==> config.mk <==
export PLATFORM = sky130hd
export DESIGN_NAME = ahb_bus_master
export DESIGN_NICKNAME = d
export VERILOG_FILES = /design/src/rtl/bus_pkg.sv /design/src/rtl/ahb_bus_master.sv
export SDC_FILE = /design/constraint.sdc
export NUM_CORES = 1
export LEC_CHECK = 0
export CELL_PAD_IN_SITES_DETAIL_PLACEMENT = 1
export CELL_PAD_IN_SITES_GLOBAL_PLACEMENT = 1
export CORE_MARGIN = 2
export CORE_UTILIZATION = 38
export DETAILED_ROUTE_END_ITERATION = 16
export DONT_BUFFER_PORTS = 1
export PLACE_DENSITY = 0.71
export SLEW_MARGIN = 10
export SYNTH_ARGS = -nofsm -noshare
export SYNTH_HDL_FRONTEND = slang
export SYNTH_SLANG_ARGS = --single-unit
==> constraint.sdc <==
create_clock -name clk -period 3.05 [get_ports clk]
set_input_delay 0.61 -clock clk [delete_from_list [all_inputs] [get_ports clk]]
set_output_delay 0.61 -clock clk [all_outputs]
set_load 0.005 [all_outputs]
==> src/rtl/bus_pkg.sv <==
// Shared definitions for bus initiators and monitors on the peripheral bus.
// The widths fall back to 32 bits when the shared const_defines.v is not loaded first.
`ifndef AHB_ADDR_WIDTH
`define AHB_ADDR_WIDTH 32
`endif
`ifndef AHB_DATA_WIDTH
`define AHB_DATA_WIDTH 32
`endif

package bus_pkg;

    localparam int AHB_AW = `AHB_ADDR_WIDTH;
    localparam int AHB_DW = `AHB_DATA_WIDTH;

    typedef enum logic [2:0] {
        BUS_IDLE = 3'd0,
        BUS_SEL  = 3'd1,
        BUS_ADDR = 3'd2,
        BUS_DATA = 3'd3,
        BUS_WAIT = 3'd4,
        BUS_RESP = 3'd5
    } bus_mst_state_t;

endpackage

==> src/rtl/ahb_bus_master.sv <==
// Single-outstanding initiator: core load/store -> select/address/data beats,
// then waits for hready (or an optional timeout) and returns one response pulse.
module ahb_bus_master
    import bus_pkg::*;
#(
    parameter int unsigned TIMEOUT_CYCLES = 0,
    parameter int unsigned CNT_W          = 32
) (
    input  logic                       clk,
    input  logic                       rstn,
    input  logic                       req_valid,
    output logic                       req_ready,
    input  logic                       req_write,
    input  logic [`AHB_ADDR_WIDTH-1:0] req_addr,
    input  logic [`AHB_DATA_WIDTH-1:0] req_wdata,
    output logic                       rsp_valid,
    output logic [`AHB_DATA_WIDTH-1:0] rsp_rdata,
    output logic                       rsp_err,
    output logic                       busy,
    output logic                       hsel,
    output logic                       hwrite,
    output logic [`AHB_ADDR_WIDTH-1:0] haddr,
    output logic [`AHB_DATA_WIDTH-1:0] hwdata,
    input  logic                       hready,
    input  logic                       hresp,
    input  logic [`AHB_DATA_WIDTH-1:0] hrdata
);

    localparam logic [CNT_W-1:0] TO_LIM = CNT_W'(TIMEOUT_CYCLES);
    localparam bit               TO_EN  = (TIMEOUT_CYCLES != 0);

    bus_mst_state_t              state_q, state_d;
    logic [CNT_W-1:0]            cnt_q, cnt_d;
    logic                        write_q, write_d;
    logic [`AHB_ADDR_WIDTH-1:0]  addr_q, addr_d;
    logic [`AHB_DATA_WIDTH-1:0]  wdata_q, wdata_d;
    logic [`AHB_DATA_WIDTH-1:0]  rdata_q, rdata_d;
    logic                        err_q, err_d;

    always_ff @(posedge clk or negedge rstn) begin
        if (!rstn) begin
            state_q <= BUS_IDLE;
            cnt_q   <= '0;
            write_q <= 1'b0;
            addr_q  <= '0;
            wdata_q <= '0;
            rdata_q <= '0;
            err_q   <= 1'b0;
        end else begin
            state_q <= state_d;
            cnt_q   <= cnt_d;
            write_q <= write_d;
            addr_q  <= addr_d;
            wdata_q <= wdata_d;
            rdata_q <= rdata_d;
            err_q   <= err_d;
        end
    end

    always_comb begin
        state_d = state_q;
        cnt_d   = '0;
        write_d = write_q;
        addr_d  = addr_q;
        wdata_d = wdata_q;
        rdata_d = rdata_q;
        err_d   = err_q;
        unique case (state_q)
            BUS_IDLE: begin
                if (req_valid) begin
                    state_d = BUS_SEL;
                    write_d = req_write;
                    addr_d  = req_addr;
                    wdata_d = req_wdata;
                end
            end
            BUS_SEL: state_d = BUS_ADDR;
            BUS_ADDR: state_d = write_q ? BUS_DATA : BUS_WAIT;
            BUS_DATA: state_d = BUS_WAIT;
            BUS_WAIT: begin
                cnt_d = cnt_q + CNT_W'(1);
                // hready takes priority over a timeout landing in the same cycle
                if (hready) begin
                    state_d = BUS_RESP;
                    err_d   = hresp;
                    rdata_d = (!write_q && !hresp) ? hrdata : '0;
                end else if (TO_EN && (cnt_d == TO_LIM)) begin
                    state_d = BUS_RESP;
                    err_d   = 1'b1;
                    rdata_d = '0;
                end
            end
            BUS_RESP: state_d = BUS_IDLE;
            default:  state_d = BUS_IDLE;
        endcase
    end

    assign req_ready = (state_q == BUS_IDLE);
    assign busy      = (state_q != BUS_IDLE);
    assign hsel      = (state_q == BUS_SEL);
    assign hwrite    = (state_q == BUS_SEL) & write_q;
    assign haddr     = (state_q == BUS_ADDR) ? addr_q : '0;
    assign hwdata    = (state_q == BUS_DATA) ? wdata_q : '0;
    assign rsp_valid = (state_q == BUS_RESP);
    assign rsp_rdata = rdata_q;
    assign rsp_err   = err_q;

endmodule

# Word level (Yosys, flattened, before mapping)

Cells that the tools add are included.

Register bits: 101
Input port bits: 102
Output and inout port bits: 102

Eq/ne operators: 7
Multiplexer cells: 7
Bitwise gates (word level): 1
Reductions and logical operators: 8

Operators with widths:

| operator                                       | count |
|---|---|
| two-way mux 32 bit                             | 3 |
| case mux 3 bit (5 select lines)                | 1 |
| two-way mux 3 bit                              | 3 |
| == test 3 x 2 -> 1 bit (second input constant) | 2 |
| == test 3 bit (second input constant)          | 2 |
| AND reduction 2 bit                            | 3 |
| inequality test 2 bit (second input constant)  | 2 |
| == test 3 x 1 -> 1 bit (second input constant) | 1 |
| logical NOT 3 bit                              | 1 |
| nonzero test 3 bit                             | 1 |
| logical NOT 1 bit                              | 2 |
| bitwise AND 1 bit                              | 1 |
| logical AND 1 bit                              | 1 |

# Longest topological paths before layout

Gate-level depths: netlist (run 1).

Word-level depth: 3
Gate-level depth with buffers: 7

# Worst setup path after synthesis (run 1)

Ideal clock, no wire load.

Kind: register -> output
From: register state_q[2]
To: output port haddr[10]
Arrival time: 1.257 ns
Data required time: 2.440 ns
Slack: 1.183 ns
Stages on the path, launching flop included: 5
Buffers on the path: 2
Cell sequence: dfrtp_1 > buf_6 > nor3b_1 > clkbuf_1 > and2_1

Longest elaborated chain between the ends: 2

RTL lines:

| element                | line                  | RTL |
|---|---|---|
| start, declared        | ahb_bus_master.sv:32  | `bus_mst_state_t state_q, state_d;` |
| start signal, assigned | ahb_bus_master.sv:50  | `state_q <= state_d;` |
| == test 3 x 2 -> 1 bit | ahb_bus_master.sv:102 | `assign haddr = (state_q == BUS_ADDR) ? addr_q : '0;` |
| two-way mux 32 bit     | ahb_bus_master.sv:102 |  |
| end, declared          | ahb_bus_master.sv:22  | `` output logic [`AHB_ADDR_WIDTH-1:0] haddr, `` |

No other way between the ends.

# Worst setup path in the final report (run 1)

From: register state_q[1]
To: output port haddr[14]

The elaborated chain is that of the path after synthesis.

==> key figures, run 1 <==
Run status
  – Status: finished, final reports clean

GRT
  – All-Layer GR Usage: 15.6%
  – Vias in the first global route: 2786
  – Initial antenna violation count: 0
  – First-pass GRT wire length: 15.5 mm
  – Largest net degree at the start of global routing: 102
  – Total global routing overflow: 0

Synth
  – Synth area leader: dfrtp_1
  – Syn avg cell area: 12.3 um2
  – Mapped cell area: 4610 um2
  – Xor/xnor share of the synthesized area: 0%
  – Largest family of logic cells by synthesized area: multiplexers
  – Seq/Total Area, Yosys: 54.9%
  – Post-synth EDFFs: 0
  – Seq cells post-synth: 101
  – Main synth FF type: dfrtp_1
  – Synthesized instance count: 375
  – Top-area cell type share of the netlist area: 54.9%
  – Post-synthesis compound-gate area fraction: 4.29%
  – Syn nets: 477
  – Async set-reset flop share out of synthesis: 100%
  – Post-synthesis simple-gate area fraction: 16.1%
  – Mux contribution to synthesized area: 19.9%
  – Yosys warns: 0
  – Leading cell type by number of instances after synthesis: dfrtp_1
  – Area share of fa/ha/maj cells after synthesis: 0%
  – Post-synth top cells: dfrtp_1, and2_1, nand2_1
  – Yosys cell types: 25
  – Top area cells in the synthesized netlist: dfrtp_1, mux2_4, and2_1

Finish
  – Multi-input gate area: 1870 um2
  – Final Util: 42.0%
  – # fillers: 1244
  – Layout cells sized above 1: 24.5%
  – Nets: 468
  – Antenna Cells: 0
  – Register area: 2530 um2
  – Area growth syn-to-layout: 8.69%

Drt
  – Vias per cell: 5.10
  – Post-route ant nets: 0
  – DRT Pass-1 Iters: 4
  – Wirelength, routed: 9.96 mm
  – Routed via count: 2641
  – WL per Instance: 19.2 um
  – Drt initial violations: 85
  – Post-route DRC: 0

Floorplan
  – Initial Utilization: 38.7%
  – DIE WIDTH: 114 um
  – FP Rows: 40
  – Core Region: 11900 um2
  – Die Height: 114 um
  – Die area: 13000 um2
  – # IOs: 204

Timing
  – Final hold vios: 0
  – RSZ-0062 raised after global routing: false
  – Tmin final: 2.54 ns
  – Worst Max-Slew Pin Slew: 0.585 ns
  – Final setup skew: 0.0125 ns
  – Slew Viols, Final: 0
  – Worst hold slack: 0.191 ns
  – Worst Slack Setup Final: 0.510 ns
  – Fin crit share: 83.3%
  – Max-Slew Margin vs Limit: 60.8%
  – Max Clk Rate: 394 MHz
  – Setup TNS: 0 ns
  – Final setup fails: 0

Setup path
  – CP Capture Type: output pin
  – Reg2Reg Launch Point: state_q[2]
  – CP arrival: 1.93 ns
  – R2r endpoint: wdata_q[31]
  – CP Class: reg2out
  – Reg2reg setup slack: 0.94 ns
  – Critical path data required time: 2.44 ns
  – Crit-path max FO: 21
  – Startpoint types: register
  – Reg2reg path depth: 5

Place
  – Placed wire-length estimate: 7.02 mm
  – Placer congestion estimate: 0.704
  – Place WS: 0.826 ns
  – Number of buffers added on ports: 0

Clock tree
  – Num CTS Buffers: 9
  – Worst skew pair latency: 0.34 ns
  – Number of post-CTS setup repair buffers: 0
  – Root Driver: clkbuf_16
  – Cts repair resizes: 0
  – CTS tree: yes
  – Cts hold-fix bufs: 1
  – Clock buffer depth: 2
  – Clock sinks: 101
  – H-tree levels: 3
  – Clk slew on worst S/H paths: 0.06 ns

Pwr
  – Leak: 2.27 nW
  – Power Density: 1060 nW/um2
  – VDD IR max: 0.435 mV

Min path
  – Worst hold path class: in2async

Run
  – Max-cap violations: 0
[flip-flops by register name (all words and copies together) (netlist names)]
name and count:
addr_q 32, rsp_rdata 32, wdata_q 32, state_q 3, rsp_err 1, write_q 1
[worst max path at each step]
stage               startpoint        end
detailed placement  state_q[1]  haddr[23]
global placement    state_q[2]  haddr[28]
floorplan           state_q[2]  haddr[10]
finish              state_q[1]  haddr[14]
global route        state_q[1]  haddr[14]
CTS                 state_q[1]  haddr[23]
[cells in the final DEF (no fill, tap or decap), drive strengths merged]
cell and instances:
dfrtp 101, and2 66, nand2 65, mux2 65, o21ai 35, clkbuf 12
buf 6, bufinv 3, nor2 3, and3b 2, a211oi 2, inv 2
or3 1, nor3b 1, and3 1, nand4bb 1, a21o 1, nand2b 1
nor2b 1, nand3 1, clkinv 1
[critical path: stages (launching register included)]
cell and delay (ns):
dfrtp_1 0.50, nor3b_2 0.56, buf_4 0.34, and2_1 0.19
[logic make-up after synthesis]
family / Yosys count
flip-flops: 101
AO/OA/AOI/OAI: 38
AND/OR/NAND/NOR: 143
buffers and inverters: 28
multiplexers: 65
[power breakdown]
group | switching, mW | internal, mW | total [mW]
combinational | 0.664 | 0.922 | 1.59
clock | 0.475 | 0.824 | 1.30
sequential | 0.436 | 2.00 | 2.43
[area by class of cell]
class	count	area share, %
multi-input cells	246	37.3
clock inverters	4	1.90
flip-flops and latches	101	50.5
inverters	2	0.150
well taps	147	3.67
clock buffers	12	4.92
repair buffers	6	1.55
[metal layers]
layer / routed length (um) / vias up / global-route usage (%)
li1: - / 1206 / -
met1: 3930 / 1290 / 17.7
met3: 1080 / 11 / 8.21
met5: 0 / - / 0
met2: 4770 / 134 / 25.4
met4: 177 / 0 / 5.12
[metrics by stage]
step / power [mW] / cells / cell area (um2)
floorplan: 3.77 / 375 / 4610
global placement: 3.95 / 501 / 4640
detailed placement: 4.05 / 501 / 4640
CTS: 5.42 / 518 / 5010
global route: 5.69 / 518 / 5010
finish: 5.32 / 518 / 5010
Note: power is estimated with default switching activity, not from simulation.
==> run 2: changes to the inputs <==
Clock period 3.05 ns to 2.5 ns, I/O delays scaled along.
==> key figures, run 2 (synthesized netlist as in run 1, its figures left out) <==
Floorplan
  – Core Region: 11900 um2 (unchanged)
  – Die area: 13000 um2 (unchanged)
  – # IOs: 204 (unchanged)
  – FP Rows: 40 (unchanged)
  – Initial Utilization: 38.7% (unchanged)
  – Die Height: 114 um (unchanged)
  – DIE WIDTH: 114 um (unchanged)

Timing
  – Setup TNS: 0 ns (unchanged)
  – Final setup skew: 0.00622 ns (-0.00623 ns)
  – Max Clk Rate: 475 MHz
  – RSZ-0062 raised after global routing: false
  – Slew Viols, Final: 0 (unchanged)
  – Worst Max-Slew Pin Slew: 0.529 ns (-0.0566 ns)
  – Worst hold slack: -0.149 ns (-0.340 ns)
  – Final setup fails: 0 (unchanged)
  – Fin crit share: 84.2%
  – Max-Slew Margin vs Limit: 64.7% (+3.9 points)
  – Final hold vios: 101 (+101)
  – Tmin final: 2.11 ns

Clock tree
  – CTS tree: yes
  – Worst skew pair latency: 0.34 ns (about the same)
  – Clock sinks: 101 (unchanged)
  – H-tree levels: 3 (unchanged)
  – Root Driver: clkbuf_16
  – Clock buffer depth: 2 (unchanged)
  – Clk slew on worst S/H paths: 0.07 ns (about the same)
  – Num CTS Buffers: 9 (unchanged)
  – Number of post-CTS setup repair buffers: 0 (unchanged)

Drt
  – WL per Instance: 19.2 um (about the same)
  – Wire length on met3: 1.10 mm (+1.9%)
  – DRT Pass-1 Iters: 4 (unchanged)
  – Routed length on met2: 4.86 mm (+1.9%)
  – Drt initial violations: 93 (+9.4%)
  – Routed via count: 2603 (-1.4%)
  – Wirelength, routed: 10.1 mm (+1.1%)
  – Vias per cell: 4.98 (-2.4%)
  – M1 WL: 3.98 mm (+1.3%)
  – Top sig layer: met4
  – Post-route ant nets: 0 (unchanged)
  – Post-route DRC: 0 (unchanged)

Setup path
  – Reg2reg setup slack: 0.44 ns (-0.50 ns)
  – CP Class: reg2out
  – Startpoint types: register
  – CP max stage delay: 0.49 ns (-0.07 ns)
  – Crit-path max FO: 21 (unchanged)
  – Delay-heaviest family, CP: flip-flops
  – Critical-path top delay cell: dfrtp_1
  – CP cell instances: nor3b_2 > buf_4 > and2_1
  – WP buf/inv: 1 (unchanged)
  – CP arrival: 1.61 ns (-0.32 ns)
  – CP Capture Type: output pin
  – Critical path data required time: 2.00 ns (-0.44 ns)

Finish
  – Nets: 473 (+1.1%)
  – Area growth syn-to-layout: 9.45%
  – Final Instance Area: 5040 um2 (+0.70%)
  – Antenna Cells: 0 (unchanged)
  – Layout cells sized above 1: 26.1% (+1.5 points)
  – Most frequent cells in the layout: dfrtp_1, and2_1, nand2_1, mux2_4, o21ai_0
  – Most common cell after layout, fill and taps aside: dfrtp_1
  – # fillers: 1270 (+2.1%)

GRT
  – Largest net degree at the start of global routing: 102 (unchanged)
  – Initial antenna violation count: 0 (unchanged)
  – First-pass GRT wire length: 15.8 mm (+2.3%)
  – All-Layer GR Usage: 15.8% (+0.24 points)
  – Total global routing overflow: 0 (unchanged)
  – Vias in the first global route: 2824 (+1.4%)

Place
  – Number of buffers added on ports: 0 (unchanged)
  – Placer congestion estimate: 0.716 (+1.8%)
  – DP Area: 4690 um2 (+1.2%)
  – Placed wire-length estimate: 7.29 mm (+3.9%)

Pwr
  – Leak: 2.30 nW (+1.2%)
  – Total power: 6.49 mW (+22%)
  – Power Density: 1290 nW/um2 (+21%)
  – VDD IR max: 0.486 mV (+12%)

Min path
  – Worst hold path class: in2async

Run
  – Max-cap violations: 0 (unchanged)

Run status
  – Status: finished, violations left
  – Failing checks: hold timing
## run 2: final timing paths
check	startpoint	end	depth (start not counted)
max	state_q[2]	haddr[19]	3
min	rstn	wdata_q[24]	0
max reg2reg	state_q[2]	addr_q[14]	5
min reg2reg	addr_q[12]	addr_q[12]	1
max in group asynchronous	rstn	addr_q[22]	0
min in group clk	hrdata[23]	rsp_rdata[23]	2
## run 2: worst register-to-register path, delay by kind of cell, from the launching register on
family | cells | cell delay (ns)
and+or+nand+nor | 2 | 0.72
DFF | 1 | 0.49
muxes | 1 | 0.39
buffers and inverters | 2 | 0.34
## run 2: what timing repair did
item | 4_1_cts | 5_1_grt
endpoints found under the hold margin | 101 | 101
gates resized for setup | 0 | 0
endpoints found under the setup margin | 0 | 0
## run 2: area by class of cell
cell class | count | area (um2) | area share (%)
tap | 147 | 184 | 3.65
sequential | 101 | 2530 | 50.1
clock inverter | 7 | 121 | 2.41
inverter | 2 | 7.51 | 0.149
multi-input combinational | 246 | 1870 | 37.1
timing repair buffer | 11 | 108 | 2.13
clock buffer | 9 | 225 | 4.47
## run 2: through the flow
stage	hold WS, ns	setup slack (ns)	instances	utilization (%)
6_report	-0.149	0.395	523	42.3
2_1_floorplan	0.204	0.713	375	-
5_1_grt	-0.174	0.292	523	42.3
3_3_place_gp	0.207	0.490	507	39.4
4_1_cts	-0.166	0.364	523	42.3
3_5_place_dp	0.207	0.433	507	39.4
## run 2: per-layer routing
metal  GRT usage [%]  up-vias
met1            18.7     1243
met5               0        -
li1                -     1221
met3            7.94        9
met2            25.6      130
met4            4.55        0
## run 2: power breakdown
part	internal (mW)	leakage (nW)	switching, mW
clock	0.983	0.170	0.609
combinational	1.16	0.879	0.777
sequential	2.44	1.25	0.526
total	4.58	2.30	1.91
